===== src/rtl/dma_bus_arbiter.sv =====
// dma_bus_arbiter: owns the single memory port shared by the CPU and the DMA
// engine. Drains in-flight CPU transactions before granting the bus to DMA,
// stalls the CPU while DMA owns the port, enforces a CPU hold-off window
// after each release, and keeps grant / cycle-steal statistics.
module dma_bus_arbiter #(
    parameter int WORD_SIZE      = 16,
    parameter int LINE_WIDTH     = 64,
    parameter int HOLDOFF_CYCLES = 4
) (
    input  logic                  CLK,
    input  logic                  reset_n,
    input  logic                  br,
    output logic                  bg,
    input  logic                  cpu_mem_busy,
    input  logic                  cpu_mem_req,
    input  logic                  cpu_read,
    input  logic                  cpu_write,
    input  logic [WORD_SIZE-1:0]  cpu_addr,
    input  logic [LINE_WIDTH-1:0] cpu_wdata,
    output logic                  cpu_stall,
    input  logic                  dma_write,
    input  logic [WORD_SIZE-1:0]  dma_addr,
    input  logic [LINE_WIDTH-1:0] dma_wdata,
    output logic                  mem_read,
    output logic                  mem_write,
    output logic [WORD_SIZE-1:0]  mem_addr,
    output logic [LINE_WIDTH-1:0] mem_wdata,
    output logic [WORD_SIZE-1:0]  grant_count,
    output logic [WORD_SIZE-1:0]  steal_cycles
);

    typedef enum logic [1:0] {
        CPU_OWN = 2'd0,
        DRAIN   = 2'd1,
        DMA_OWN = 2'd2,
        HOLDOFF = 2'd3
    } state_t;

    localparam logic [3:0] HOLD_INIT = 4'(HOLDOFF_CYCLES);

    state_t     state, state_nxt;
    logic       bg_nxt, stall_nxt, grant_inc;
    logic [3:0] hold_cnt, hold_cnt_nxt;

    // Saturating increment: sticks at all-ones instead of wrapping.
    function automatic logic [WORD_SIZE-1:0] sat_inc(input logic [WORD_SIZE-1:0] v);
        if (v == {WORD_SIZE{1'b1}})
            return v;
        return v + WORD_SIZE'(1);
    endfunction

    // Next-state, registered-output and counter decisions for the ownership FSM.
    always_comb begin
        state_nxt    = state;
        bg_nxt       = bg;
        stall_nxt    = cpu_stall;
        hold_cnt_nxt = hold_cnt;
        grant_inc    = 1'b0;
        case (state)
            CPU_OWN: begin
                if (br) begin
                    stall_nxt = 1'b1;
                    if (!cpu_mem_busy && !cpu_mem_req) begin
                        state_nxt = DMA_OWN;
                        bg_nxt    = 1'b1;
                        grant_inc = 1'b1;
                    end else begin
                        // A request launched this cycle still completes; wait it out.
                        state_nxt = DRAIN;
                    end
                end
            end
            DRAIN: begin
                if (!br) begin
                    state_nxt = CPU_OWN;
                    stall_nxt = 1'b0;
                end else if (!cpu_mem_busy) begin
                    state_nxt = DMA_OWN;
                    bg_nxt    = 1'b1;
                    grant_inc = 1'b1;
                end
            end
            DMA_OWN: begin
                if (!br) begin
                    bg_nxt    = 1'b0;
                    stall_nxt = 1'b0;
                    if (HOLDOFF_CYCLES == 0) begin
                        state_nxt = CPU_OWN;
                    end else begin
                        state_nxt    = HOLDOFF;
                        hold_cnt_nxt = HOLD_INIT;
                    end
                end
            end
            HOLDOFF: begin
                // br is deliberately ignored until the CPU has had its window.
                if (hold_cnt <= 4'd1) begin
                    state_nxt    = CPU_OWN;
                    hold_cnt_nxt = 4'd0;
                end else begin
                    hold_cnt_nxt = hold_cnt - 4'd1;
                end
            end
            default: begin
                state_nxt = CPU_OWN;
                bg_nxt    = 1'b0;
                stall_nxt = 1'b0;
            end
        endcase
    end

    // State, grant/stall outputs and statistics registers.
    always_ff @(posedge CLK) begin
        if (!reset_n) begin
            state        <= CPU_OWN;
            bg           <= 1'b0;
            cpu_stall    <= 1'b0;
            hold_cnt     <= 4'd0;
            grant_count  <= '0;
            steal_cycles <= '0;
        end else begin
            state     <= state_nxt;
            bg        <= bg_nxt;
            cpu_stall <= stall_nxt;
            hold_cnt  <= hold_cnt_nxt;
            if (grant_inc)
                grant_count <= sat_inc(grant_count);
            if (state == DMA_OWN)
                steal_cycles <= steal_cycles + WORD_SIZE'(1);
        end
    end

    // Memory port steering on the registered grant; DMA never reads.
    always_comb begin
        mem_read  = cpu_read;
        mem_write = cpu_write;
        mem_addr  = cpu_addr;
        mem_wdata = cpu_wdata;
        if (bg) begin
            mem_read  = 1'b0;
            mem_write = dma_write;
            mem_addr  = dma_addr;
            mem_wdata = dma_wdata;
        end
    end

endmodule


===== config.mk =====
export PLATFORM = sky130hd
export DESIGN_NAME = dma_bus_arbiter
export DESIGN_NICKNAME = d
export VERILOG_FILES = /design/src/rtl/dma_bus_arbiter.sv
export SDC_FILE = /design/constraint.sdc
export NUM_CORES = 1
export LEC_CHECK = 0
export ABC_CLOCK_PERIOD_IN_PS = 2400
export CORE_AREA = 4 4 108 110
export DETAILED_ROUTE_END_ITERATION = 16
export DIE_AREA = 0 0 112 114
export GPL_ROUTABILITY_DRIVEN = 0
export PLACE_DENSITY = 0.76
export SLEW_MARGIN = 10
export SYNTH_ARGS = -nofsm -noshare
export SYNTH_HDL_FRONTEND = slang
export SYNTH_SLANG_ARGS = --single-unit

===== constraint.sdc =====
create_clock -name CLK -period 2.4 [get_ports CLK]
set_clock_uncertainty 0.05 [all_clocks]
set_input_delay 0.24 -clock CLK [delete_from_list [all_inputs] [get_ports CLK]]
set_output_delay 0.24 -clock CLK [all_outputs]
set_load 0.02 [all_outputs]

; After elaboration in Yosys (flattened, before gate mapping)
; Cells that the tools add are included.
[totals]
output_inout_bits = 116
ff_bits = 40
[op_classes]
n_reduce_logical = 13
n_eq_ne = 13
order_cmp = 1
n_addsub = 3
muxes = 31
[ops]
columns = op, count
row1 = 64-bit two-way mux, 1
row2 = "16-bit by 1-bit adder with 16-bit output, second input constant", 2
row3 = 16-bit two-way mux, 2
row4 = "16-bit == test, second input constant", 1
row5 = "2-bit != test, second input constant", 8
row6 = 1-bit two-way mux, 15
row7 = 2-bit two-way mux, 6
row8 = 4-bit two-way mux, 2
row9 = 2-bit one-hot mux with 4 select lines, 1
row10 = 4-bit one-hot mux with 2 select lines, 1
row11 = 6-bit AND reduction, 1
row12 = "2-bit == test, second input constant", 2
row13 = "4-bit by 1-bit less-or-equal comparator with 1-bit output, second input constant", 1
row14 = 1-bit one-hot mux with 2 select lines, 2
row15 = 2-bit AND reduction, 2
row16 = 4-bit AND reduction, 1
row17 = 2-bit nonzero test, 2
row18 = "4-bit by 1-bit subtractor with 4-bit output, second input constant", 1
row19 = "3-bit != test, second input constant", 1
row20 = 1-bit one-hot mux with 3 select lines, 1
row21 = 3-bit AND reduction, 1
row22 = 3-bit nonzero test, 1
row23 = "2-bit by 1-bit == test with 1-bit output, second input constant", 1
row24 = 1-bit logical NOT, 2
row25 = 3 further kinds, 3

; Depth between registers and ports, before layout
; Gate-level depths: netlist of run 1.
[logic_depth]
ltp_word = 9
ltp_mapped = 8
ltp_nobuf = 6

; Worst setup path after synthesis of run 1
; No wires, ideal clock.
[synth_timing]
path_type = flip-flop to flip-flop
start = reg grant_count[0]
end = reg grant_count[15]
stages_incl_launch_ff = 8
setup_slack_ps = 574
arrival_time_ps = 1704
required_ps = 2278
path_cell_list = dfxtp_1 ha_1 and4_4 and4_4 buf_6 buf_2 nor4_2 mux2i_1
[synth_via]
elab_chain_cells = 6
word_cells_on_any_way = 8
cone_classes = add/sub (1) / eq/ne (2) / mux (4) / reduce/logical (1)
[synth_rtl]
columns = element, line_no
row1 = "start, declared", 28  ; output logic [WORD_SIZE-1:0] grant_count,
row2 = "start signal, assigned", 127  ; grant_count <= sat_inc(grant_count);
row3 = 16-bit == test, 47  ; if (v == {WORD_SIZE{1'b1}})
row4 = 1-bit two-way mux, 47
row5 = 1-bit two-way mux, 126  ; if (grant_inc)
row6 = 1-bit two-way mux, 114  ; if (!reset_n) begin
row7 = 2-bit != test (no line), --
row8 = 2-bit AND reduction (no line), --
; Several ways; a longest one is shown, not always the timed one. The select of a mux whose other input is x is not followed.
; A chain may end at the register's enable or synchronous reset.

; Final worst setup path of run 1
[layout_timing]
start = reg bg
end = out mem_wdata[29]
[layout_via]
elab_chain_cells = 1
[layout_rtl]
columns = element, line_no
row1 = "start, declared", 13  ; output logic bg,
row2 = "start signal, assigned", 123  ; bg <= bg_nxt;
row3 = 64-bit two-way mux, 139  ; if (bg) begin
row4 = "end, declared", 27  ; output logic [LINE_WIDTH-1:0] mem_wdata,
; Every way passes these cells.

==> results of run 1 <==
-- layer usage --
layer | global-route usage, % | share of wire, % | up-vias | wire length [um]
li1 | - | - | 1825 | -
met1 | 30.0 | 43 | 1794 | 6880
met2 | 39.6 | 49 | 160 | 7770
met3 | 6.79 | 6.9 | 18 | 1110
met4 | 4.49 | 1.5 | 2 | 235
met5 | 0 | 0.12 | - | 19
-- worst paths after layout --
path | endpoint | cells after the start
hold / removal | steal_cycles[15] | 2
setup reg to reg | grant_count[5] | 7
hold reg to reg | steal_cycles[15] | 2
setup / recovery | mem_wdata[29] | 3
-- power groups by stage --
stage               combinational (mW)  clock [mW]  sequential, mW
floorplan                         1.66           0           0.822
global placement                  2.95           0           0.885
detailed placement                2.99           0           0.894
CTS                               3.01       0.598           0.879
global route                      3.21       0.630           0.866
finish                            3.05       0.584           0.850
-- cell families (layout without fill, tap and decap cells) --
group                      Yosys count  in the layout  share of synthesized area, %
AOI/OAI and AO/OA                   57             57                          11.7
muxes                               87             87                          31.4
xor gates and xnor gates            13             13                          3.68
adders and majority gates            8              8                          3.23
and+or+nand+nor                    105            105                          19.6
DFF                                 40             40                          25.9
buffers and inverters               31            313                          4.53
-- per-stage QoR --
stage	std cells	total power, mW	util, %	hold WS (ps)	instance area [um2]
2_1_floorplan	341	2.48	-	346	3100
3_3_place_gp	754	3.83	57.2	412	6120
3_5_place_dp	754	3.89	57.2	416	6120
4_1_cts	762	4.49	58.4	431	6240
5_1_grt	763	4.71	58.5	474	6260
6_report	763	4.48	58.5	428	6260
-- state kept, by name (all words and copies together) (netlist names) --
signal        count
grant_count      16
steal_cycles     16
hold_cnt          4
state             2
bg                1
cpu_stall         1
-- layout by cell type (no fill, tap or decap), types with 2 or more instances in the layout --
cell type	count
a211oi_1	2
a21oi_1	19
and2_1	3
and3_1	4
and4_4	3
buf_12	3
buf_4	7
clkbuf_8	6
clkdlybuf4s50_1	283
dfxtp_1	39
ha_1	8
inv_1	11
mux2_2	81
mux2i_1	6
nand2_1	20
nand2b_1	7
nand3_1	8
nand3b_1	2
nand4_1	6
nor2_1	20
nor2b_1	2
nor3_1	6
nor4_1	5
nor4_2	2
o2111ai_1	2
o21ai_0	12
o311ai_0	2
o31ai_1	7
o41ai_1	3
or3_1	3
or4_1	7
xnor2_1	7
xor2_1	6
-- timing repair --
| item | 4_1_cts | 5_1_grt |
|---|---|---|
| setup buffers | 0 | 1 |
| hold buffers | 0 | 0 |
| gates resized for setup | 0 | 1 |
| endpoints found under the setup margin | 0 | 19 |
-- critical path: stages (launching register included) --
cell,delay (ps)
dfxtp_4,520
buf_12,210
mux2_2,390
clkdlybuf4s50_1,550
-- area by class of cell --
class	count	area (um2)
Clock buffer	6	82.6
Clock inverter	2	38.8
Inverter	11	41.3
Timing Repair Buffer	294	2960
Sequential cell	40	805
Fill cell	955	4440
Tap cell	140	175
Multi-Input combinational cell	270	2160
==> flow_metrics.py, run 1 <==
metrics = {
    "final_layout": {
        "finalNetCount": 798,
        "syn_to_final_growth_pct": 102,
        "drive_gt1_share_pct": 18.0,
        "diodes": 0,
    },
    "power": {
        "ir_drop_mv": 0.435,
        "p_comb_share_pct": 68.0,
        "pwr-share-clk_pct": 13.0,
        "seqPwrFrac_pct": 19.0,
        "p_int_mw": 2.73,
        "p_sw_share_pct": 39.2,
        "p_leak_nw": 2.21,
        "p_sw_mw": 1.76,
        "p_per_area_nw_per_um2": 717,
    },
    "sta": {
        "hold_violations": 0,
        "setup_viol": 0,
        "finalSetupTns_ps": 0,
        "slew-limit-headroom_pct": 61.8,
        "fin_crit_sh_pct": 94.7,
        "report.final.slew_viol_count": 0,
        "fin_ws_ps": 127,
        "rsz0062_at_grt": "false",
        "fmax_mhz": 440,
        "finalCriticalPeriod_ps": 2270,
        "worstMarginPinSlew_ps": 573,
    },
    "synth": {
        "synth_top_cell_area_share_pct": 29.5,
        "yosys.area.top_type": "mux2_2",
        "ys_types": 51,
        "avgSynthCellArea_um2": 9.08,
        "synth_most_common_cell": "mux2_2",
        "synth.area.top_cells": "mux2_2, dfxtp_1, ha_1, a21oi_1, nand2_1",
        "syn_inst": 341,
        "synth_flop_cell": "dfxtp_1",
        "yosysWarnings": 0,
        "syn_nets": 517,
        "async_reset_ff_share_pct": 0,
        "synth_edf_count": 0,
        "synth-seq-cells": 40,
        "netlist_top_cells_count": "mux2_2, dfxtp_1, nand2_1, nor2_1, a21oi_1",
        "synth_area_um2": 3100,
        "yosysSeqAreaShare_pct": 25.9,
    },
    "route": {
        "routed_wl_um": 16000,
        "detail_route.wl_per_cell_um": 21.0,
        "num_vias": 3799,
        "final_antenna_net_count": 0,
        "drc_errors": 0,
        "viasPerCell": 4.98,
        "drt_first_pass_iters": 5,
        "drt-initial-drc-count": 143,
    },
    "placement": {
        "dpl_worst_slack_ps": 98.5,
        "hpwl_um": 13400,
        "port_buffers": 283,
    },
    "cts": {
        "numCtsBuffers": 5,
        "cts_tree": "yes",
        "clkLatencyLatePin_ps": 290,
        "clock-root-buffer": "clkbuf_8",
        "cts_sinks": 40,
        "clk_pin_slew_ps": 80,
        "clock_tree.buffer_depth": 2,
        "cts_max_level": 2,
    },
    "critical_path": {
        "endpoint_kind": "output pin",
        "cp_max_fo": 22,
        "timing.rr.start": "state[0]",
        "critPathRequiredTime_ps": 2110,
        "path_class": "reg -> out",
        "r2r_slack_ps": 460,
        "timing.critical_path.from": "bg",
        "crit_arrival_ps": 1980,
        "cp-start-kind": "register",
    },
    "floorplanning": {
        "ios": 284,
        "dieArea_um2": 12800,
        "initial_core_util_pct": 28.9,
        "num_rows": 38,
        "die_height_um": 114,
        "core_um2": 10700,
        "die_w_um": 112,
    },
    "grt": {
        "gr-total-overflow": 0,
        "grt_max_degree": 26,
        "grt_pass1_vias": 3921,
        "grt_pass1_wl_um": 23300,
        "antenna_found_initial": 1,
        "track_usage_pct": 23.4,
    },
    "hold_path": {
        "min-delay-start": "steal_cycles[15]",
        "min_path_type": "reg -> reg",
    },
    "status": {
        "status": "complete, no violations",
    },
    "job": {
        "maxCapViolations": 0,
    },
}
Power figures use the tool's default switching activity.
==> run 2, diff against run 1 <==
--- a/config.mk
+++ b/config.mk
@@ -5,7 +5,7 @@
 export SDC_FILE = /design/constraint.sdc
 export NUM_CORES = 1
 export LEC_CHECK = 0
-export ABC_CLOCK_PERIOD_IN_PS = 2400
+export ABC_CLOCK_PERIOD_IN_PS = 2600
 export CORE_AREA = 4 4 108 110
 export DETAILED_ROUTE_END_ITERATION = 16
 export DIE_AREA = 0 0 112 114
==> constraint.sdc (replaced) <==
create_clock -name CLK -period 2.6 [get_ports CLK]
set_clock_uncertainty 0.05 [all_clocks]
set_input_delay 0.26 -clock CLK [delete_from_list [all_inputs] [get_ports CLK]]
set_output_delay 0.26 -clock CLK [all_outputs]
set_load 0.02 [all_outputs]
==> run 2 against run 1 <==
Sequential share of layout area up 0.15 points; final cell count down 0.39%; die area stayed put; critical path depth stayed put; hold slack better by 10 ps; routed wire length grew 0.78%; clock-buffer cell count is the same; non-clock buffer count is 6 lower; utilization shrank 0.65 points; via count shrank 0.18%; first-iteration DRC count grew 34%; largest power group unchanged; highest routed layer unchanged.
==> flow_metrics.py, run 2 (synthesized netlist as in run 1, its figures left out) <==
metrics = {
    "final_layout": {
        "regArea_um2": 805,
        "fillerInstances": 966,
        "finalNetCount": 792,
        "layout_commonest_cell": "clkdlybuf4s50_1",
        "drive_gt1_share_pct": 17.0,
        "final_cell_mix": "clkdlybuf4s50_1, mux2_2, dfxtp_1",
        "syn_to_final_growth_pct": 99.9,
        "final_core_util_pct": 57.8,
        "top_regs": "grant_count: 16 flops, steal_cycles: 16 flops, hold_cnt: 4 flops",
        "instances_no_fill": 760,
        "multiInputGateArea_um2": 2150,
        "finalInstanceArea_um2": 6190,
    },
    "cts": {
        "clk_pin_slew_ps": 80,
        "clock_tree.buffer_depth": 2,
        "clkLatencyLatePin_ps": 290,
        "numCtsBuffers": 5,
        "post_cts_resize_count": 0,
        "cts_setup_buffers": 0,
        "clock-root-buffer": "clkbuf_8",
        "cts_sinks": 40,
        "holdBufCountCts": 0,
        "cts_max_level": 2,
        "cts_tree": "yes",
    },
    "sta": {
        "fmax_mhz": 421,
        "hold_violations": 0,
        "fin_crit_sh_pct": 91.4,
        "setup_viol": 0,
        "finalSetupTns_ps": 0,
        "finalCriticalPeriod_ps": 2380,
        "whs_ps": 438,
        "report.final.slew_viol_count": 0,
        "slew-limit-headroom_pct": 64.6,
        "rsz0062_at_grt": "false",
        "fin_ws_ps": 225,
        "worstMarginPinSlew_ps": 531,
    },
    "floorplanning": {
        "num_rows": 38,
        "initial_core_util_pct": 28.9,
        "die_w_um": 112,
        "ios": 284,
        "core_um2": 10700,
        "die_height_um": 114,
        "dieArea_um2": 12800,
    },
    "grt": {
        "track_usage_pct": 23.8,
        "grt_use_met2_pct": 37.4,
        "use_met1_pct": 32.8,
        "grt_pass1_wl_um": 23300,
        "gr-total-overflow": 0,
        "grt_pass1_vias": 3720,
        "gr-max-usage-layer": "met2",
        "use_met3_pct": 6.53,
        "antenna_found_initial": 2,
        "grt_max_degree": 84,
    },
    "status": {
        "status": "complete, no violations",
    },
    "hold_path": {
        "min-delay-start": "steal_cycles[15]",
        "min_path_type": "reg -> reg",
    },
    "critical_path": {
        "crit_chain": "buf_12 -> mux2_2 -> clkdlybuf4s50_1",
        "max_stage_delay_ps": 570,
        "timing.rr.start": "state[0]",
        "cp_max_fo": 83,
        "cp.buffers_inverters": 2,
        "critPathRequiredTime_ps": 2290,
        "timing.critical_path.from": "bg",
        "path_class": "reg -> out",
        "cp-start-kind": "register",
        "cp_slowest_cell": "clkdlybuf4s50_1",
        "crit_family": "buffers and inverters",
        "endpoint_kind": "output pin",
        "crit_arrival_ps": 2070,
    },
    "route": {
        "num_vias": 3792,
        "drc_errors": 0,
        "drt_first_pass_iters": 4,
        "detail_route.wl_per_cell_um": 21.2,
        "drt-initial-drc-count": 191,
        "viasPerCell": 4.99,
        "final_antenna_net_count": 0,
        "routed_wl_um": 16100,
    },
    "placement": {
        "hpwl_um": 13500,
        "port_buffers": 283,
        "place_area_um2": 6060,
        "dpl_worst_slack_ps": 485,
        "dp_cells": 749,
    },
    "job": {
        "maxCapViolations": 0,
    },
    "power": {
        "p_int_mw": 2.44,
        "ir_drop_mv": 0.338,
        "report.power.total_mw": 4.01,
        "p_leak_nw": 2.17,
        "pwr-share-clk_pct": 13.5,
        "p_sw_mw": 1.58,
        "seqPwrFrac_pct": 18.4,
        "p_comb_share_pct": 68.2,
        "p_per_area_nw_per_um2": 649,
        "p_sw_share_pct": 39.3,
    },
}
## run 2: cell types whose count changed in the layout (fill, tap and decap cells not counted)
cell / before / now
buf_4: 7 / 4
o21ai_2: 1 / 0
buf_12: 3 / 1
diode_2: 0 / 3
buf_6: 1 / 0
o21ai_1: 0 / 1
## run 2: path summary, 6_finish.rpt
kind	depth (start not counted)	endpoint	slack (ps)
hold / removal	2	steal_cycles[15]	440
setup / recovery	3	mem_wdata[49]	220
hold reg to reg	2	steal_cycles[15]	440
setup reg to reg	5	steal_cycles[8]	480
## run 2: final cells by class
type                    count  area share (%)
flip-flops and latches     40            13.0
clock inverters             2           0.627
well taps                 140            2.83
clock buffers               6            1.33
inverters                  11           0.667
diodes                      3           0.121
multi-input cells         270            34.8
repair buffers            288            46.6
## run 2: power groups by stage
| stage | Sequential (mW) | Clock (mW) | Combinational, mW |
|---|---|---|---|
| 2_1_floorplan | 0.759 | 0 | 1.53 |
| 3_3_place_gp | 0.747 | 0 | 2.68 |
| 3_5_place_dp | 0.752 | 0 | 2.73 |
| 4_1_cts | 0.737 | 0.553 | 2.74 |
| 5_1_grt | 0.747 | 0.583 | 2.87 |
| 6_report | 0.737 | 0.540 | 2.74 |
## run 2: worst reg2reg max path, delay by kind of cell, from the launching register on
family | cells | cell delay, ps
simple gates | 2 | 950
fa+ha+maj | 1 | 490
flops | 1 | 350
compound gates | 1 | 140
buf+inv | 1 | 90
## run 2: per-layer routing
layer,vias to the layer above,routed length [um]
met5,-,27
met4,4,250
met3,21,1420
met2,158,7420
met1,1786,7020
li1,1823,-
==> run 3, diff against run 2 <==
--- a/config.mk
+++ b/config.mk
@@ -11,6 +11,7 @@
 export DIE_AREA = 0 0 112 114
 export GPL_ROUTABILITY_DRIVEN = 0
 export PLACE_DENSITY = 0.76
+export SKIP_CTS_REPAIR_TIMING = 1
 export SLEW_MARGIN = 10
 export SYNTH_ARGS = -nofsm -noshare
 export SYNTH_HDL_FRONTEND = slang
==> constraint.sdc (replaced) <==
create_clock -name CLK -period 2.6 [get_ports CLK]
set_clock_uncertainty 0.05 [all_clocks]
set_input_delay 0.26 -clock CLK [delete_from_list [all_inputs] [get_ports CLK]]
set_output_delay 0.26 -clock CLK [all_outputs]
set_load 0.005 [all_outputs]
==> run 3 against run 2 <==
Non-clock buffer count unchanged; routed wire length decreased by 2.3%; fmax increased by 4.3%; design area decreased by 0.79%; largest cell class unchanged.
==> flow_metrics.py, run 3 (synthesized netlist as in run 1, its figures left out) <==
metrics = {
    "sta": {
        "report.final.slew_viol_count": 0,
        "rsz0062_at_grt": "false",
        "hold_violations": 0,
        "fin_ws_ps": 323,
        "fmax_mhz": 439,
        "worstMarginPinSlew_ps": 651,
        "slew-limit-headroom_pct": 56.5,
        "finalSetupTns_ps": 0,
        "setup_viol": 0,
        "finalCriticalPeriod_ps": 2280,
        "fin_crit_sh_pct": 87.6,
    },
    "placement": {
        "dpl_worst_slack_ps": 535,
        "hpwl_um": 13200,
        "place_area_um2": 6060,
        "port_buffers": 283,
    },
    "grt": {
        "grt_max_degree": 84,
        "gr-total-overflow": 0,
        "grt_pass1_vias": 3795,
        "grt_pass1_wl_um": 23300,
        "track_usage_pct": 23.4,
        "antenna_found_initial": 0,
    },
    "cts": {
        "clock_tree.buffer_depth": 2,
        "clock-root-buffer": "clkbuf_8",
        "clkLatencyLatePin_ps": 290,
        "cts_max_level": 2,
        "numCtsBuffers": 5,
        "clk_pin_slew_ps": 80,
        "cts_tree": "yes",
        "cts_sinks": 40,
    },
    "floorplanning": {
        "initial_core_util_pct": 28.9,
        "num_rows": 38,
        "die_w_um": 112,
        "dieArea_um2": 12800,
        "die_height_um": 114,
        "core_um2": 10700,
        "ios": 284,
    },
    "critical_path": {
        "critPathRequiredTime_ps": 2290,
        "timing.rr.start": "state[0]",
        "worst_r2r_endpoint": "steal_cycles[14]",
        "crit_arrival_ps": 1970,
        "crit_chain": "buf_12 -> mux2_2 -> clkdlybuf4s50_1",
        "endpoint_kind": "output pin",
        "reg2reg_depth": 6,
        "cp.buffers_inverters": 2,
        "crit_family": "buffers and inverters",
        "cp_max_fo": 83,
        "max_stage_delay_ps": 470,
        "r2r_slack_ps": 530,
        "cp_slowest_cell": "clkdlybuf4s50_1",
        "cp-start-kind": "register",
        "path_class": "reg -> out",
        "timing.critical_path.from": "bg",
    },
    "final_layout": {
        "finalNetCount": 792,
        "finalInstanceArea_um2": 6140,
        "drive_gt1_share_pct": 16.9,
        "syn_to_final_growth_pct": 98.3,
        "final_cell_mix": "clkdlybuf4s50_1, mux2_2, dfxtp_1",
        "top_regs": "grant_count: 16 flops, steal_cycles: 16 flops, hold_cnt: 4 flops",
        "diodes": 0,
        "layout_commonest_cell": "clkdlybuf4s50_1",
    },
    "power": {
        "p_per_area_nw_per_um2": 564,
        "ir_drop_mv": 0.406,
        "p_leak_nw": 2.15,
    },
    "job": {
        "maxCapViolations": 0,
    },
    "route": {
        "num_vias": 3767,
        "drt_first_pass_iters": 5,
        "drt-initial-drc-count": 178,
        "routed_wl_um": 15800,
        "detail_route.wl_per_cell_um": 20.8,
        "viasPerCell": 4.98,
        "drc_errors": 0,
        "final_antenna_net_count": 0,
    },
    "hold_path": {
        "min_path_cells": 2,
        "min-delay-start": "steal_cycles[15]",
        "hold_end": "steal_cycles[15]",
        "min_path_type": "reg -> reg",
    },
    "status": {
        "status": "complete, no violations",
    },
}
## run 3: changes by cell type in the layout (fill, tap and decap cells not counted)
cell       before  now
bufinv_16       1    0
clkbuf_8        6    5
clkinv_2        0    1
clkinv_4        1    0
diode_2         3    0
inv_4           0    1
## run 3: through the flow
stage               hold slack [ps]  power, mW  utilization [%]  std cells
floorplan                       365       1.83                -        341
global placement                413       3.02             56.6        749
detailed placement              420       3.06             56.6        749
CTS                             435       3.48             57.4        756
global route                    464       3.65             57.4        756
finish                          436       3.46             57.4        756
## run 3: power breakdown
| part | internal, mW | total (mW) | switching (mW) | leakage (nW) |
|---|---|---|---|---|
| clock | 0.183 | 0.409 | 0.226 | 0.0443 |
| combinational | 1.44 | 2.32 | 0.876 | 1.79 |
| sequential | 0.677 | 0.737 | 0.0604 | 0.324 |
## run 3: how the worst max path moves through the flow
stage | end | depth (start not counted)
2_1_floorplan | grant_count[3] | 8
3_3_place_gp | grant_count[11] | 6
3_5_place_dp | grant_count[3] | 6
4_1_cts | mem_wdata[12] | 3
5_1_grt | mem_wdata[16] | 3
6_report | mem_wdata[16] | 3
## run 3: worst min-delay path: cells and delay by family, from the launching register on
family           cells  cell delay (ps)
muxes                1               60
DFF                  1              330
and+or+nand+nor      1               60
## run 3: layout make-up
| type | count | area [um2] |
|---|---|---|
| Timing Repair Buffer | 288 | 2880 |
| Multi-Input combinational cell | 270 | 2150 |
| Clock buffer | 5 | 68.8 |
| Clock inverter | 2 | 11.3 |
| Fill cell | 965 | 4560 |
| Sequential cell | 40 | 805 |
| Inverter | 11 | 41.3 |
| Tap cell | 140 | 175 |
## run 3: routing by layer
layer  global-route usage [%]  up-vias  part of all wire [%]
met2                     39.3      170                    48
met3                     5.41       18                   7.2
li1                         -     1815                     -
met1                     31.4     1764                    43
met5                        0        -                     0
met4                     4.09        0                   1.4
